File: src/rtl/ssd_pkg.sv
// ---------------------------------------------------------------------------
// ssd_pkg
// Shared definitions for the seven-segment display path. The CPU value
// register, the binary-to-BCD converter and the seven-segment driver all
// import this package so they agree on widths and encodings.
//
// Contents:
//   SSD_W, SSD_DIGITS   - binary value width and number of display digits
//   BCD_NINE            - digit value used when saturating the display
//   BCD_ADJ_MIN/ADD     - double-dabble adjust threshold and increment
//   ST_*                - converter FSM state encoding
// ---------------------------------------------------------------------------
package ssd_pkg;

    // Width of the CPU's seven-segment value output (max 8191).
    localparam int unsigned SSD_W      = 13;
    // One BCD digit per display anode.
    localparam int unsigned SSD_DIGITS = 4;

    localparam logic [3:0] BCD_NINE    = 4'd9;

    // A digit of 5..9 becomes 8..12 so that the following left shift
    // carries correctly into the next decimal digit.
    localparam logic [3:0] BCD_ADJ_MIN = 4'd5;
    localparam logic [3:0] BCD_ADJ_ADD = 4'd3;

    // Converter FSM encoding; kept as plain constants so legacy blocks that
    // decode the state bits keep working.
    typedef logic [1:0] state_t;
    localparam state_t ST_IDLE  = 2'd0;
    localparam state_t ST_SHIFT = 2'd1;
    localparam state_t ST_DONE  = 2'd2;

endpackage

File: src/rtl/bcd_digit_adj.sv
// ---------------------------------------------------------------------------
// bcd_digit_adj
// Combinational double-dabble adjust for one BCD digit: adds 3 when the
// digit is 5 or more, otherwise passes it through unchanged.
//
// Ports:
//   i_digit  in   4  current scratch digit
//   o_digit  out  4  adjusted digit, ready to be shifted left
// ---------------------------------------------------------------------------
module bcd_digit_adj
    import ssd_pkg::*;
(
    input  logic [3:0] i_digit,
    output logic [3:0] o_digit
);

    assign o_digit = (i_digit >= BCD_ADJ_MIN) ? (i_digit + BCD_ADJ_ADD) : i_digit;

endmodule

File: src/rtl/ssd_bin2bcd.sv
// ---------------------------------------------------------------------------
// ssd_bin2bcd
// Iterative double-dabble converter sitting between the CPU's binary
// seven-segment value and the display multiplexer. One shift-and-adjust step
// is taken per clock; a conversion of an IN_W-bit value takes IN_W cycles.
// The last result is held on bcd_out/overflow until the next conversion
// completes, so the display scanner always sees a stable value.
//
// Parameters:
//   IN_W    width of the unsigned binary input
//   DIGITS  number of packed BCD output digits
//
// Ports:
//   clk       in   1         system clock
//   rst       in   1         synchronous active-low reset
//   start     in   1         request a conversion (accepted in IDLE or DONE)
//   bin_in    in   IN_W      value to convert, captured on the accepting edge
//   busy      out  1         conversion in progress
//   done      out  1         one-cycle pulse, bcd_out/overflow just updated
//   bcd_out   out  4*DIGITS  packed BCD, ones digit in bits [3:0]
//   overflow  out  1         last value did not fit in DIGITS digits
// ---------------------------------------------------------------------------
module ssd_bin2bcd
    import ssd_pkg::*;
#(
    parameter int unsigned IN_W   = SSD_W,
    parameter int unsigned DIGITS = SSD_DIGITS
) (
    input  logic                  clk,
    input  logic                  rst,
    input  logic                  start,
    input  logic [IN_W-1:0]       bin_in,
    output logic                  busy,
    output logic                  done,
    output logic [4*DIGITS-1:0]   bcd_out,
    output logic                  overflow
);

    localparam int unsigned BCD_W = 4 * DIGITS;
    localparam int unsigned CNT_W = $clog2(IN_W + 1);
    // Count value seen on the edge that performs the final shift.
    localparam logic [CNT_W-1:0] LAST_STEP = CNT_W'(IN_W - 1);

    // -----------------------------------------------------------------------
    // State
    // -----------------------------------------------------------------------
    state_t             r_state;
    logic [IN_W-1:0]    r_bin;       // binary half of the shift register
    logic [BCD_W-1:0]   r_scratch;   // BCD half of the shift register
    logic [CNT_W-1:0]   r_count;
    logic               r_ovf_flag;  // sticky: a bit fell off the top digit
    logic [BCD_W-1:0]   r_bcd;
    logic               r_ovf;

    // -----------------------------------------------------------------------
    // Datapath
    // -----------------------------------------------------------------------
    logic [BCD_W-1:0]   w_adj;
    logic [BCD_W-1:0]   w_scratch_nxt;
    logic [IN_W-1:0]    w_bin_nxt;
    logic               w_carry_out;
    logic               w_ovf_flag_nxt;
    logic [BCD_W-1:0]   w_nines;
    logic               w_last_step;

    for (genvar g = 0; g < DIGITS; g++) begin : g_adj
        bcd_digit_adj u_adj (
            .i_digit (r_scratch[4*g +: 4]),
            .o_digit (w_adj[4*g +: 4])
        );
    end

    // Shift {adjusted scratch, binary} left by one. The MSB of the adjusted
    // top digit has nowhere to go; if it is ever set the value needs more
    // than DIGITS digits. Digit values only grow during a conversion, so
    // the sticky flag is exact: it is set iff bin_in >= 10**DIGITS.
    assign w_scratch_nxt  = {w_adj[BCD_W-2:0], r_bin[IN_W-1]};
    assign w_bin_nxt      = {r_bin[IN_W-2:0], 1'b0};
    assign w_carry_out    = w_adj[BCD_W-1];
    assign w_ovf_flag_nxt = r_ovf_flag | w_carry_out;

    assign w_nines     = {DIGITS{BCD_NINE}};
    assign w_last_step = (r_count == LAST_STEP);

    // -----------------------------------------------------------------------
    // Control FSM and registers
    // -----------------------------------------------------------------------
    always_ff @(posedge clk) begin
        if (!rst) begin
            r_state    <= ST_IDLE;
            r_bin      <= '0;
            r_scratch  <= '0;
            r_count    <= '0;
            r_ovf_flag <= 1'b0;
            r_bcd      <= '0;
            r_ovf      <= 1'b0;
        end else begin
            case (r_state)
                // DONE accepts a new start exactly like IDLE so that
                // back-to-back conversions lose only the DONE cycle.
                ST_IDLE, ST_DONE: begin
                    if (start) begin
                        r_bin      <= bin_in;
                        r_scratch  <= '0;
                        r_count    <= '0;
                        r_ovf_flag <= 1'b0;
                        r_state    <= ST_SHIFT;
                    end else begin
                        r_state    <= ST_IDLE;
                    end
                end

                // start is deliberately ignored here; nothing is queued.
                ST_SHIFT: begin
                    r_scratch  <= w_scratch_nxt;
                    r_bin      <= w_bin_nxt;
                    r_ovf_flag <= w_ovf_flag_nxt;
                    r_count    <= r_count + CNT_W'(1);
                    if (w_last_step) begin
                        r_state <= ST_DONE;
                        // Saturate to all nines so the display never shows
                        // a silently truncated number.
                        r_bcd   <= w_ovf_flag_nxt ? w_nines : w_scratch_nxt;
                        r_ovf   <= w_ovf_flag_nxt;
                    end
                end

                default: begin
                    r_state <= ST_IDLE;
                end
            endcase
        end
    end

    // -----------------------------------------------------------------------
    // Outputs: pure decodes of registers, no path from start/bin_in.
    // -----------------------------------------------------------------------
    assign busy     = (r_state == ST_SHIFT);
    assign done     = (r_state == ST_DONE);
    assign bcd_out  = r_bcd;
    assign overflow = r_ovf;

endmodule

File: config.mk
export PLATFORM = sky130hd
export DESIGN_NAME = ssd_bin2bcd
export DESIGN_NICKNAME = d
export VERILOG_FILES = /design/src/rtl/ssd_pkg.sv /design/src/rtl/bcd_digit_adj.sv /design/src/rtl/ssd_bin2bcd.sv
export SDC_FILE = /design/constraint.sdc
export NUM_CORES = 1
export LEC_CHECK = 0
export BUFFER_PORTS_ARGS = -buffer_cell sky130_fd_sc_hd__buf_4
export CORE_MARGIN = 2
export CORE_UTILIZATION = 49
export DETAILED_ROUTE_END_ITERATION = 8
export PLACE_DENSITY_LB_ADDON = 0.08
export SETUP_SLACK_MARGIN = 0.4
export SLEW_MARGIN = 25
export SYNTH_ARGS = -nofsm -noshare
export SYNTH_HDL_FRONTEND = slang
export SYNTH_SLANG_ARGS = --single-unit
File: constraint.sdc
create_clock -name clk -period 2 [get_ports clk]
set_input_delay 0.4 -clock clk [delete_from_list [all_inputs] [get_ports clk]]
set_output_delay 0.4 -clock clk [all_outputs]
set_load 0.01 [all_outputs]
# Word-level counts from Yosys, hierarchy flattened

Index checks and enable logic that the tools add are counted.

$add $sub $neg: 5
Order comparisons: 4
Eq/ne operators: 5
Muxes and demuxes: 16
Bitwise gates (word level): 1
Reduce and logical (&&, ||, !) cells: 5

Operators by type and width:

| operator                                                                | count |
|---|---|
| 16-bit 2-to-1 mux                                                       | 2 |
| 16-bit case mux with 2 select lines                                     | 1 |
| 13-bit case mux with 2 select lines                                     | 1 |
| 4-bit 2-to-1 mux                                                        | 5 |
| 4-bit by 2-bit adder with 4-bit output, second input constant           | 4 |
| 4-bit by 3-bit >= comparator with 1-bit output, second input constant   | 4 |
| 13-bit 2-to-1 mux                                                       | 1 |
| 4-bit case mux with 2 select lines                                      | 1 |
| 4-bit by 1-bit adder with 4-bit output, second input constant           | 1 |
| 4-bit == test, second input constant                                    | 1 |
| 2-bit case mux with 2 select lines                                      | 1 |
| 2-bit AND reduction                                                     | 2 |
| 2-bit by 1-bit == test with 1-bit output, second input constant         | 1 |
| 2-bit == test, second input constant                                    | 1 |
| 2-bit logical NOT                                                       | 1 |
| 1-bit 2-to-1 mux                                                        | 2 |
| 2-bit 2-to-1 mux                                                        | 1 |
| 2-bit by 1-bit inequality test with 1-bit output, second input constant | 1 |
| 2-bit inequality test, second input constant                            | 1 |
| 1-bit case mux with 2 select lines                                      | 1 |
| 2-bit nonzero test                                                      | 1 |
| 2-bit OR reduction                                                      | 1 |
| 1-bit bitwise OR                                                        | 1 |

Bits in registers: 53
Bits of input ports: 16
Output and inout port bits: 19
Word-level logic and storage cells: 43

# Longest topological paths before layout

Gate-level depths: netlist of run 1.

Word-level depth: 4
Gate-level depth with buffers: 7
Gate-level depth less buffers: 6

# Cells and area by module

A second synthesis of run 1 with hierarchy kept.

Cells, all modules: 302
Area, all modules: 2675.1 µm²

By module, submodules not included:

| module        | times used | cells each | area an instance (µm²) | sequential area each (µm²) |
|---|---|---|---|---|
| ssd_bin2bcd   | 1          | 238        | 2269.7                 | 1061.0 |
| bcd_digit_adj | 4          | 16         | 101.3                  | 0.0 |

# Least setup slack after synthesis of run 1

Ideal clock, no wire load.

Kind: register to register
Start point: register r_scratch[13]
End point: register r_bcd[13], in the netlist bcd_out[13]
Setup time: 0.092 ns
Arrival time: 1.470 ns
Data required time: 1.908 ns
Setup slack: 0.438 ns
Cell stages (with the launch flop): 7
Buffers on the path: 0
Period minus slack after synthesis: 1.562 ns
Cell sequence: dfxtp_1 > inv_1 > ha_1 > nand2b_4 > and3_1 > or3_1 > o32ai_1

Cells in the longest elaborated chain, start to end: 4
Elaborated cells between the ends (all ways): 5
Classes of those cells: add/sub: 1; order compare: 1; mux: 2; bitwise: 1

Ends and longest elaborated chain:

| item                                                                                                            | line                | text |
|---|---|---|
| start: declaration                                                                                              | ssd_bin2bcd.sv:49   | `logic [BCD_W-1:0] r_scratch;` |
| start signal: assignment                                                                                        | ssd_bin2bcd.sv:115  | `r_scratch <= w_scratch_nxt;` |
| 4-bit by 2-bit adder with 4-bit output / 4-bit by 3-bit >= comparator with 1-bit output (equally long branches) | bcd_digit_adj.sv:17 | `assign o_digit = (i_digit >= BCD_ADJ_MIN) ? (i_digit + BCD_ADJ_ADD) : i_digit;` |
| 4-bit 2-to-1 mux (*)                                                                                            | bcd_digit_adj.sv:17 |  |
| 1-bit bitwise OR                                                                                                | ssd_bin2bcd.sv:80   | `assign w_ovf_flag_nxt = r_ovf_flag \| w_carry_out;` |
| 16-bit 2-to-1 mux (*)                                                                                           | ssd_bin2bcd.sv:123  | `r_bcd <= w_ovf_flag_nxt ? w_nines : w_scratch_nxt;` |
| end signal: assignment                                                                                          | ssd_bin2bcd.sv:123  |  |
| end: declaration                                                                                                | ssd_bin2bcd.sv:52   | `logic [BCD_W-1:0] r_bcd;` |

Every way passes the cells marked *; elsewhere a longest branch is shown, timed or not.
A chain may end at the register's enable or synchronous reset.

# Worst setup path in the final report of run 1

Start point: register r_scratch[12]
End point: register r_bcd[13], in the netlist bcd_out[13]

The elaborated chain is that of the path after synthesis.

==> reports/metrics.yaml, run 1 <==
clock_network:
  cts_sinks: 53
  cts-buffers-inserted: 5
  cts_root_buffer: "clkbuf_8"
  cts_tree: "done"
  worst_skew_pair.late_latency_ns: 0.30
  htreeDepth: 2
  cts_hold_buf: 0
  clkTransAtPathRegs_ns: 0.09
  cts_max_path_buffers: 2
pwr:
  p_int_w: 0.00155
  ir_drop_v: 0.000345
  seq_power_share_pct: 53.8
  comb_power_share_pct: 8.9
  p_leak_nw: 1.17
  p_clk_share_pct: 37.3
  p_sw_w: 0.000474
  switching_share_pct: 23.4
  powerDensity_mw_per_mm2: 637
logic_synthesis:
  yosys-top-cells-count: "dfxtp_1 (53), a21oi_1 (30), nand2_1 (24), nor2_1 (23), inv_1 (16)"
  synth_top_area_share_pct: 40.7
  netlist_area_mm2: 0.00260
  ys_ff_latch: 53
  synth_flop_cell: "dfxtp_1"
  ys_seq_area_share_pct: 40.7
  synth_cells: 305
  yosysUniqueCellTypes: 47
  synth_most_common_cell: "dfxtp_1"
  syn_avg_cell_area_um2: 8.54
  synthArstFlopShare_pct: 0
  synth.net_count: 331
  synth_area_leaders: "dfxtp_1 (41%), a21oi_1 (5.8%), ha_1 (4.8%)"
  synth_area_leader_cell: "dfxtp_1"
  yosys_warnings: 0
  synth_edf_count: 0
drt:
  initialDrtViolationCount: 104
  detail-route-antenna-nets: 0
  wl_um: 6220
  vias: 2301
  wl_per_cell_um: 15.1
  drc: 0
  firstDrtPassIters: 4
  vias_per_cell: 5.60
grt:
  grt-ovfl-total: 0
  grt_first_pass_wirelength_um: 10500
  grt_max_degree: 26
  grt_usage_pct: 21.5
  first_global_vias: 2257
  antenna_found_initial: 0
sta:
  hold_ws_ns: 0.361
  max_freq_mhz: 641
  skew_ns: 0.00917
  tns_ns: 0
  worst_pin_slew_ns: 0.535
  slew_headroom_pct: 64.2
  final_hold_viol_count: 0
  period_share_pct: 78.0
  finalSetupViolations: 0
  maxSlewViolCount: 0
  finalCriticalPeriod_ns: 1.56
  rsz0062_at_grt: "true"
critical_path:
  cp_slowest_stage_delay_ns: 0.38
  worstSetupStartpointType: "register"
  r2r_slack_ns: 0.44
  worstPathArrival_ns: 1.77
  r2r_cells: 5
  worstSetupEndpoint: "bcd_out[13]$_SDFFE_PN0P_"
  cp_slowest_cell: "dfxtp_4"
  worstSetupEndpointType: "register"
  path_cells: "ha_1, nand2b_4, and3_4, or3_1, o32ai_1"
  path_class: "register to register"
  critPathRequiredTime_ns: 2.21
  path_max_fanout: 8
  r2r-start: "r_scratch[12]$_SDFFE_PN0P_"
  crit_start: "r_scratch[12]$_SDFFE_PN0P_"
  reg2reg_to: "bcd_out[13]$_SDFFE_PN0P_"
floorplanning:
  die_h_um: 76.9
  dieArea_mm2: 0.00592
  die_w_um: 76.9
  io_pins: 35
  placementRows: 26
  initial_core_util_pct: 51.0
  core_area_mm2: 0.00511
layout:
  antennaDiodeCount: 0
  area_growth_pct: 22.2
  fin_nets: 366
  drive_above_1_share_pct: 28.4
  fillers: 477
hold_path:
  hold_class: "input port to register"
status:
  status: "finished, final reports clean"
placement:
  gp_congestion: 0.879
  dp_hpwl_um: 4080
  port_buffers: 34
job:
  max-cap-violations: 0
## logic make-up after synthesis
logic type,count (synthesis),share of synthesized area [%]
AO/OA/AOI/OAI,111,29.6
AND/OR/NAND/NOR,93,18.3
flip-flops,53,40.7
adder cells (fa/ha/maj),10,4.80
buffers and inverters,38,6.58
## cells in the final DEF (no fill, tap or decap), drive strengths merged, types with 2 or more instances in the layout
| master | instances |
|---|---|
| nor3 | 11 |
| o21a | 4 |
| a211oi | 5 |
| a2111oi | 3 |
| o41ai | 4 |
| o31a | 2 |
| nor2b | 5 |
| o21ai | 23 |
| clkbuf | 7 |
| nand2 | 26 |
| a2bb2oi | 3 |
| nand3 | 4 |
| nor2 | 25 |
| a31oi | 7 |
| inv | 18 |
| and3 | 2 |
| nor3b | 4 |
| nand2b | 6 |
| a21oi | 31 |
| buf | 46 |
| o211ai | 6 |
| ha | 10 |
| o32ai | 5 |
| and2 | 6 |
| a22oi | 15 |
| dfxtp | 53 |
## state kept, by name (all words and copies together) (netlist names)
| register | flops |
|---|---|
| overflow | 1 |
| r_scratch | 16 |
| r_count | 4 |
| r_state | 2 |
| bcd_out | 16 |
| r_bin | 13 |
| r_ovf_flag | 1 |
## worst max-delay path: cells and delay by family, from the launching register on
kind / cells / cell delay, ns
adder cells (fa/ha/maj): 1 / 0.20
AO/OA/AOI/OAI: 1 / 0.20
flip-flops: 1 / 0.38
AND/OR/NAND/NOR: 3 / 0.70
## routing by layer
layer | track usage (%) | routed length [um]
met1 | 28.6 | 2990
met2 | 36.3 | 2960
met3 | 3.88 | 240
met4 | 4.55 | 38
met5 | 0 | 0
## power by group through the flow
stage	registers (W)	clock network [W]	logic, W
4_1_cts	0.00109	0.000770	0.000176
6_report	0.00109	0.000756	0.000180
2_1_floorplan	0.00111	0	0.000113
3_3_place_gp	0.00112	0	0.000174
3_5_place_dp	0.00112	0	0.000176
5_1_grt	0.00109	0.000806	0.000199
## timing repair
| item | in CTS | in global routing |
|---|---|---|
| endpoints found under the hold margin | 0 | 0 |
| resized for setup | 6 | 32 |
| gates cloned | 1 | 0 |
| setup buffers | 1 | 2 |
| setup endpoints to repair | 17 | 23 |
| pin swaps | 0 | 10 |
## stage by stage
step	instances	setup slack (ns)	util (%)	area, um2	power (W)
after floorplan	305	0.438	-	2610	0.00123
after global placement	399	0.356	57.4	2930	0.00129
after detailed placement	399	0.311	57.4	2930	0.00129
after CTS	409	0.412	60.1	3070	0.00204
after global routing	411	0.307	62.3	3180	0.00210
final	411	0.440	62.3	3180	0.00203
## area by class of cell
cell class	count	area, um2	share of cell area (%)
multi-input combinational	215	1460	46.0
tap	70	87.6	2.75
clock inverter	1	30.0	0.943
clock buffer	7	86.3	2.71
inverter	19	76.3	2.40
sequential	53	1080	33.8
timing repair buffer	46	362	11.4
## worst min-delay path by stage
stage | start | to | slack, ns | cells past startpoint
after floorplan | r_bin[10]$_SDFFE_PN0P_ | r_bin[10]$_SDFFE_PN0P_ | 0.44 | 2
after global placement | r_bin[5]$_SDFFE_PN0P_ | r_bin[5]$_SDFFE_PN0P_ | 0.44 | 2
after detailed placement | r_bin[3]$_SDFFE_PN0P_ | r_bin[3]$_SDFFE_PN0P_ | 0.45 | 2
after CTS | bin_in[0] | r_bin[0]$_SDFFE_PN0P_ | 0.36 | 3
after global routing | bin_in[0] | r_bin[0]$_SDFFE_PN0P_ | 0.38 | 3
final | bin_in[0] | r_bin[0]$_SDFFE_PN0P_ | 0.36 | 3
Note: power is estimated with default switching activity, not from simulation.
==> run 2: changes to the inputs <==
clock period = 1.4 ns   (was 2 ns; I/O delays follow)
==> reports/metrics.yaml, run 2 (synthesis gave the netlist of run 1 again) <==
floorplanning:
  io_pins: 35  # unchanged
  placementRows: 26  # unchanged
  die_w_um: 76.9  # unchanged
  dieArea_mm2: 0.00592  # unchanged
  core_area_mm2: 0.00511  # unchanged
  die_h_um: 76.9  # unchanged
  initial_core_util_pct: 51.0  # unchanged
critical_path:
  r2r_slack_ns: -0.14  # was 0.44 ns
  path_buf_inv: 1  # was 0
  path_class: "register to register"  # unchanged
  worstSetupStartpointType: "register"  # unchanged
  worstSetupEndpointType: "register"  # unchanged
  critPathRequiredTime_ns: 1.63  # was 2.21 ns
  r2r_cells: 6  # was 5
  r2r-start: "r_scratch[13]$_SDFFE_PN0P_"  # was r_scratch[12]$_SDFFE_PN0P_
  worstPathArrival_ns: 1.77  # about the same
  path_max_fanout: 4  # was 8
  cp_slowest_stage_delay_ns: 0.36  # was 0.38 ns
  reg2reg_to: "bcd_out[13]$_SDFFE_PN0P_"  # unchanged
  path_cells: "inv_2, ha_4, nand2b_4, and3_4, or3_4, o32ai_2"  # was ha_1, nand2b_4, and3_4, or3_1, o32ai_1
  crit_start: "r_scratch[13]$_SDFFE_PN0P_"  # was r_scratch[12]$_SDFFE_PN0P_
  cp_slowest_cell: "or3_4"  # was dfxtp_4
  path_delay_family: "simple AND/OR/NAND/NOR gates"  # unchanged
clock_network:
  htreeDepth: 2  # unchanged
  cts_sinks: 53  # unchanged
  clkTransAtPathRegs_ns: 0.09  # about the same
  worst_skew_pair.late_latency_ns: 0.31  # was 0.30 ns
  cts_hold_buf: 0  # unchanged
  cts_root_buffer: "clkbuf_8"  # unchanged
  cts_tree: "done"  # unchanged
  cts_max_path_buffers: 2  # unchanged
  cts-buffers-inserted: 5  # unchanged
status:
  status: "complete, but fails checks"  # was finished, final reports clean
  violations: "negative setup slack"
layout:
  multi_input_area_mm2: 0.00212  # was 0.00146 mm2
  fillers: 240  # was 477
  regArea_mm2: 0.00111  # was 0.00108 mm2
  final_util_pct: 87.6  # was 62.3%
  fin_nets: 423  # was 366
  layout_commonest_cell: "buf_4"
  antennaDiodeCount: 0  # unchanged
  stdcell_count: 468  # was 411
  layout_common_cells: "buf_4 (60), buf_6 (36), dfxtp_2 (27)"  # was dfxtp_1 (44), buf_4 (44), a21oi_1 (26)
  area_growth_pct: 71.7  # was 22.2%
  drive_above_1_share_pct: 69.3  # was 28.4%
placement:
  dp_hpwl_um: 4850  # was 4080 um
  dp.cells: 430  # was 399
  port_buffers: 34  # unchanged
  gp_congestion: 0.872  # was 0.879
grt:
  grt_usage_pct: 26.7  # was 21.5%
  antenna_found_initial: 0  # unchanged
  grt_first_pass_wirelength_um: 12500  # was 10500 um
  grt-ovfl-total: 0  # unchanged
  first_global_vias: 2607  # was 2257
  grt_max_degree: 24  # was 26
sta:
  rsz0062_at_grt: "true"  # unchanged
  finalWorstSetupSlack_ns: -0.137  # was 0.440 ns
  slew_headroom_pct: 66.3  # was 64.2%
  skew_ns: 0.00582  # was 0.00917 ns
  tns_ns: -1.41  # was 0 ns
  max_freq_mhz: 651  # was 641 MHz
  finalCriticalPeriod_ns: 1.54  # was 1.56 ns
  hold_ws_ns: 0.221  # was 0.361 ns
  maxSlewViolCount: 0  # unchanged
  finalSetupViolations: 20  # was 0
  worst_pin_slew_ns: 0.505  # was 0.535 ns
  period_share_pct: 110  # was 78.0%
  final_hold_viol_count: 0  # unchanged
job:
  max-cap-violations: 0  # unchanged
pwr:
  comb_power_share_pct: 17.4  # was 8.9%
  p_sw_w: 0.000802  # was 0.000474 W
  p_int_w: 0.00213  # was 0.00155 W
  powerDensity_mw_per_mm2: 656  # was 637 mW/mm2
  switching_share_pct: 27.3  # was 23.4%
  p_clk_share_pct: 29.1  # was 37.3%
  ir_drop_v: 0.000532  # was 0.000345 V
  seq_power_share_pct: 53.5  # was 53.8%
  p_leak_nw: 1.70  # was 1.17 nW
drt:
  initialDrtViolationCount: 168  # was 104
  wl_per_cell_um: 18.2  # was 15.1 um
  dr_wl_met2_um: 4440  # was 2960 um
  routed.top_layer: "met4"  # unchanged
  route.met3.wl_um: 381  # was 240 um
  wl_um: 8520  # was 6220 um
  firstDrtPassIters: 4  # unchanged
  vias: 2755  # was 2301
  drc: 0  # unchanged
  vias_per_cell: 5.89  # was 5.60
  detail-route-antenna-nets: 0  # unchanged
  m1WireLength_um: 3510  # was 2990 um
hold_path:
  whs_path_depth: 3  # unchanged
  hold_class: "input port to register"  # unchanged
  whs_endpoint: "r_bin[0]$_SDFFE_PN0P_"  # unchanged
  hold_start: "bin_in[0]"  # unchanged
## run 2: through the flow
stage	worst slack, ns	power, W	instance area, um2
2_1_floorplan	-0.0996	0.00181	2990
3_3_place_gp	-0.0821	0.00191	3490
3_5_place_dp	-0.109	0.00191	3490
4_1_cts	-0.127	0.00285	4180
5_1_grt	-0.190	0.00303	4470
6_report	-0.137	0.00293	4470
## run 2: how the worst max path moves through the flow
stage                               endpoint  cells after the start
floorplan           bcd_out[13]$_SDFFE_PN0P_                      6
global placement    bcd_out[13]$_SDFFE_PN0P_                      6
detailed placement  bcd_out[13]$_SDFFE_PN0P_                      6
CTS                 bcd_out[13]$_SDFFE_PN0P_                      6
global route        bcd_out[13]$_SDFFE_PN0P_                      6
finish              bcd_out[13]$_SDFFE_PN0P_                      6
## run 2: repair_timing
action,CTS,global route
setup endpoints to repair,72,72
gates cloned,2,0
pin swaps,18,19
resized for setup,141,36
setup buffers,12,16
## run 2: worst min-delay path, delay by kind of cell
family	cells	cell delay, ns
AND/OR/NAND/NOR	1	0.08
buffers and inverters	1	0.08
AO/OA/AOI/OAI	1	0.06
## run 2: layout make-up
cell class,instances,share of cell area [%]
sequential,53,24.9
tap,70,1.96
timing repair buffer,103,21.8
inverter,19,2.15
clock buffer,8,1.79
multi-input combinational,215,47.4
## run 2: power groups by stage
stage	combinational (W)	sequential, W	clock, W
2_1_floorplan	0.000224	0.00159	0
3_3_place_gp	0.000313	0.00159	0
3_5_place_dp	0.000318	0.00159	0
4_1_cts	0.000423	0.00156	0.000868
5_1_grt	0.000534	0.00157	0.000919
6_report	0.000509	0.00157	0.000854
## run 2: layer usage
metal / vias to the layer above / global-route usage, %
li1: 1290 / -
met4: 0 / 9.09
met1: 1363 / 32.7
met3: 17 / 4.94
met5: - / 0
met2: 85 / 46.8
==> run 3: changes to the inputs <==
PLACE_DENSITY = 0.72   (was unset)
PLACE_DENSITY_LB_ADDON = unset   (was 0.08)
SKIP_LAST_GASP = 1   (was unset)
==> reports/metrics.yaml, run 3 (synthesis gave the netlist of run 1 again) <==
layout:
  drive_above_1_share_pct: 67.2  # was 69.3%
  layout_common_cells: "buf_4 (68), buf_6 (39), dfxtp_2 (27)"  # was buf_4 (60), buf_6 (36), dfxtp_2 (27)
  area_growth_pct: 77.6  # was 71.7%
  stdcell_count: 485  # was 468
  fillers: 216  # was 240
  antennaDiodeCount: 0  # unchanged
  fin_nets: 440  # was 423
  multi_input_area_mm2: 0.00204  # was 0.00212 mm2
  regArea_mm2: 0.00111  # unchanged
  layout_commonest_cell: "buf_4"  # unchanged
sta:
  rsz0062_at_grt: "true"  # unchanged
  finalCriticalPeriod_ns: 1.55  # was 1.54 ns
  period_share_pct: 110  # about the same
  finalWorstSetupSlack_ns: -0.147  # was -0.137 ns
  slew_headroom_pct: 65.3  # was 66.3%
  maxSlewViolCount: 0  # unchanged
  final_hold_viol_count: 0  # unchanged
  max_freq_mhz: 647  # was 651 MHz
  skew_ns: 0.00369  # was 0.00582 ns
  worst_pin_slew_ns: 0.519  # was 0.505 ns
  finalSetupViolations: 27  # was 20
job:
  max-cap-violations: 0  # unchanged
clock_network:
  htreeDepth: 2  # unchanged
  cts-buffers-inserted: 5  # unchanged
  cts_root_buffer: "clkbuf_8"  # unchanged
  clkTransAtPathRegs_ns: 0.09  # about the same
  cts_sinks: 53  # unchanged
  cts_tree: "done"  # unchanged
  cts_hold_buf: 0  # unchanged
  cts_max_path_buffers: 2  # unchanged
  worst_skew_pair.late_latency_ns: 0.31  # about the same
grt:
  antenna_found_initial: 0  # unchanged
  grt_first_pass_wirelength_um: 14300  # was 12500 um
  first_global_vias: 2840  # was 2607
  grt_usage_pct: 30.7  # was 26.7%
  grt_max_degree: 20  # was 24
  grt-ovfl-total: 0  # unchanged
critical_path:
  critPathRequiredTime_ns: 1.60  # was 1.63 ns
  path_max_fanout: 3  # was 4
  crit_start: "r_scratch[0]$_SDFFE_PN0P_"  # was r_scratch[13]$_SDFFE_PN0P_
  worstSetupEndpointType: "register"  # unchanged
  worstSetupStartpointType: "register"  # unchanged
  r2r_cells: 7  # was 6
  r2r_slack_ns: -0.15  # was -0.14 ns
  worstPathArrival_ns: 1.74  # was 1.77 ns
  r2r-start: "r_scratch[0]$_SDFFE_PN0P_"  # was r_scratch[13]$_SDFFE_PN0P_
  reg2reg_to: "bcd_out[2]$_SDFFE_PN0P_"  # was bcd_out[13]$_SDFFE_PN0P_
  path_class: "register to register"  # unchanged
status:
  violations: "negative setup slack"  # unchanged
  status: "complete, but fails checks"  # unchanged
pwr:
  power_w: 0.00304  # was 0.00293 W
  powerDensity_mw_per_mm2: 656  # about the same
  p_leak_nw: 1.73  # was 1.70 nW
  ir_drop_v: 0.000676  # was 0.000532 V
drt:
  detail-route-antenna-nets: 0  # unchanged
  wl_per_cell_um: 22.1  # was 18.2 um
  wl_um: 10700  # was 8520 um
  firstDrtPassIters: 5  # was 4
  drc: 0  # unchanged
  vias_per_cell: 6.31  # was 5.89
  vias: 3059  # was 2755
  initialDrtViolationCount: 285  # was 168
floorplanning:
  initial_core_util_pct: 51.0  # unchanged
  placementRows: 26  # unchanged
  die_h_um: 76.9  # unchanged
  die_w_um: 76.9  # unchanged
  io_pins: 35  # unchanged
  dieArea_mm2: 0.00592  # unchanged
  core_area_mm2: 0.00511  # unchanged
hold_path:
  whs_path_depth: 3  # unchanged
  whs_endpoint: "r_bin[0]$_SDFFE_PN0P_"  # unchanged
  hold_start: "bin_in[0]"  # unchanged
  hold_class: "input port to register"  # unchanged
placement:
  dp.cells: 426  # was 430
  gp_congestion: 0.869  # was 0.872
  dp_slack_ns: -0.108  # was -0.109 ns
  dp_hpwl_um: 4640  # was 4850 um
  port_buffers: 34  # unchanged
-- run 3: cell count changes in the layout (fill, tap and decap cells not counted), moves of 3 or more --
| cell | previous run | this run |
|---|---|---|
| a21oi_1 | 7 | 16 |
| nand2_1 | 10 | 19 |
| a21oi_2 | 19 | 11 |
| buf_4 | 60 | 68 |
| nand2_4 | 9 | 2 |
| o21ai_0 | 7 | 2 |
| buf_16 | 0 | 3 |
| buf_6 | 36 | 39 |
| o21ai_1 | 7 | 10 |
-- run 3: layout make-up --
cell class | count | share of cell area, %
clock buffers | 8 | 1.73
flip-flops and latches | 53 | 24.1
inverters | 19 | 2.03
well taps | 70 | 1.89
multi-input cells | 216 | 44.2
repair buffers | 119 | 26.1
-- run 3: worst max-delay path, stage by stage, from the launching register on --
cell     delay (ns)
dfxtp_4        0.40
inv_4          0.05
ha_4           0.17
nor2b_4        0.15
buf_4          0.14
o21ai_2        0.15
o21ai_1        0.10
o32ai_1        0.28
-- run 3: how the worst max path moves through the flow --
stage	endpoint	slack [ns]
finish	bcd_out[2]$_SDFFE_PN0P_	-0.15
global route	r_scratch[1]$_SDFFE_PN0P_	-0.16
detailed placement	bcd_out[13]$_SDFFE_PN0P_	-0.11
CTS	bcd_out[13]$_SDFFE_PN0P_	-0.13
floorplan	bcd_out[13]$_SDFFE_PN0P_	-0.1
global placement	bcd_out[13]$_SDFFE_PN0P_	-0.08
-- run 3: metal layers --
metal	global-route usage [%]	up-vias	routed length, um
li1	-	1321	-
met2	55.6	189	5470
met1	36.0	1478	4030
met4	12.5	0	571
met5	0	-	0
met3	4.59	71	651
-- run 3: report_power, final --
part	internal, W	switching, W	total, W
logic	0.000312	0.000298	0.000609
registers	0.00153	0.0000335	0.00157
clock network	0.000357	0.000504	0.000862
-- run 3: stage by stage --
stage	cell area [um2]	hold WS [ns]	util [%]	setup TNS, ns
2_1_floorplan	2990	0.418	-	-0.147
3_3_place_gp	3470	0.453	68.0	-0.374
3_5_place_dp	3470	0.457	68.0	-0.647
4_1_cts	4220	0.213	82.5	-0.472
5_1_grt	4630	0.215	90.6	-2.65
6_report	4630	0.221	90.6	-1.11
-- run 3: repair_timing --
item,in CTS,in global routing
pin swaps,42,40
setup endpoints to repair,72,72
resized for setup,104,54
gates cloned,5,2
buffers inserted,28,16
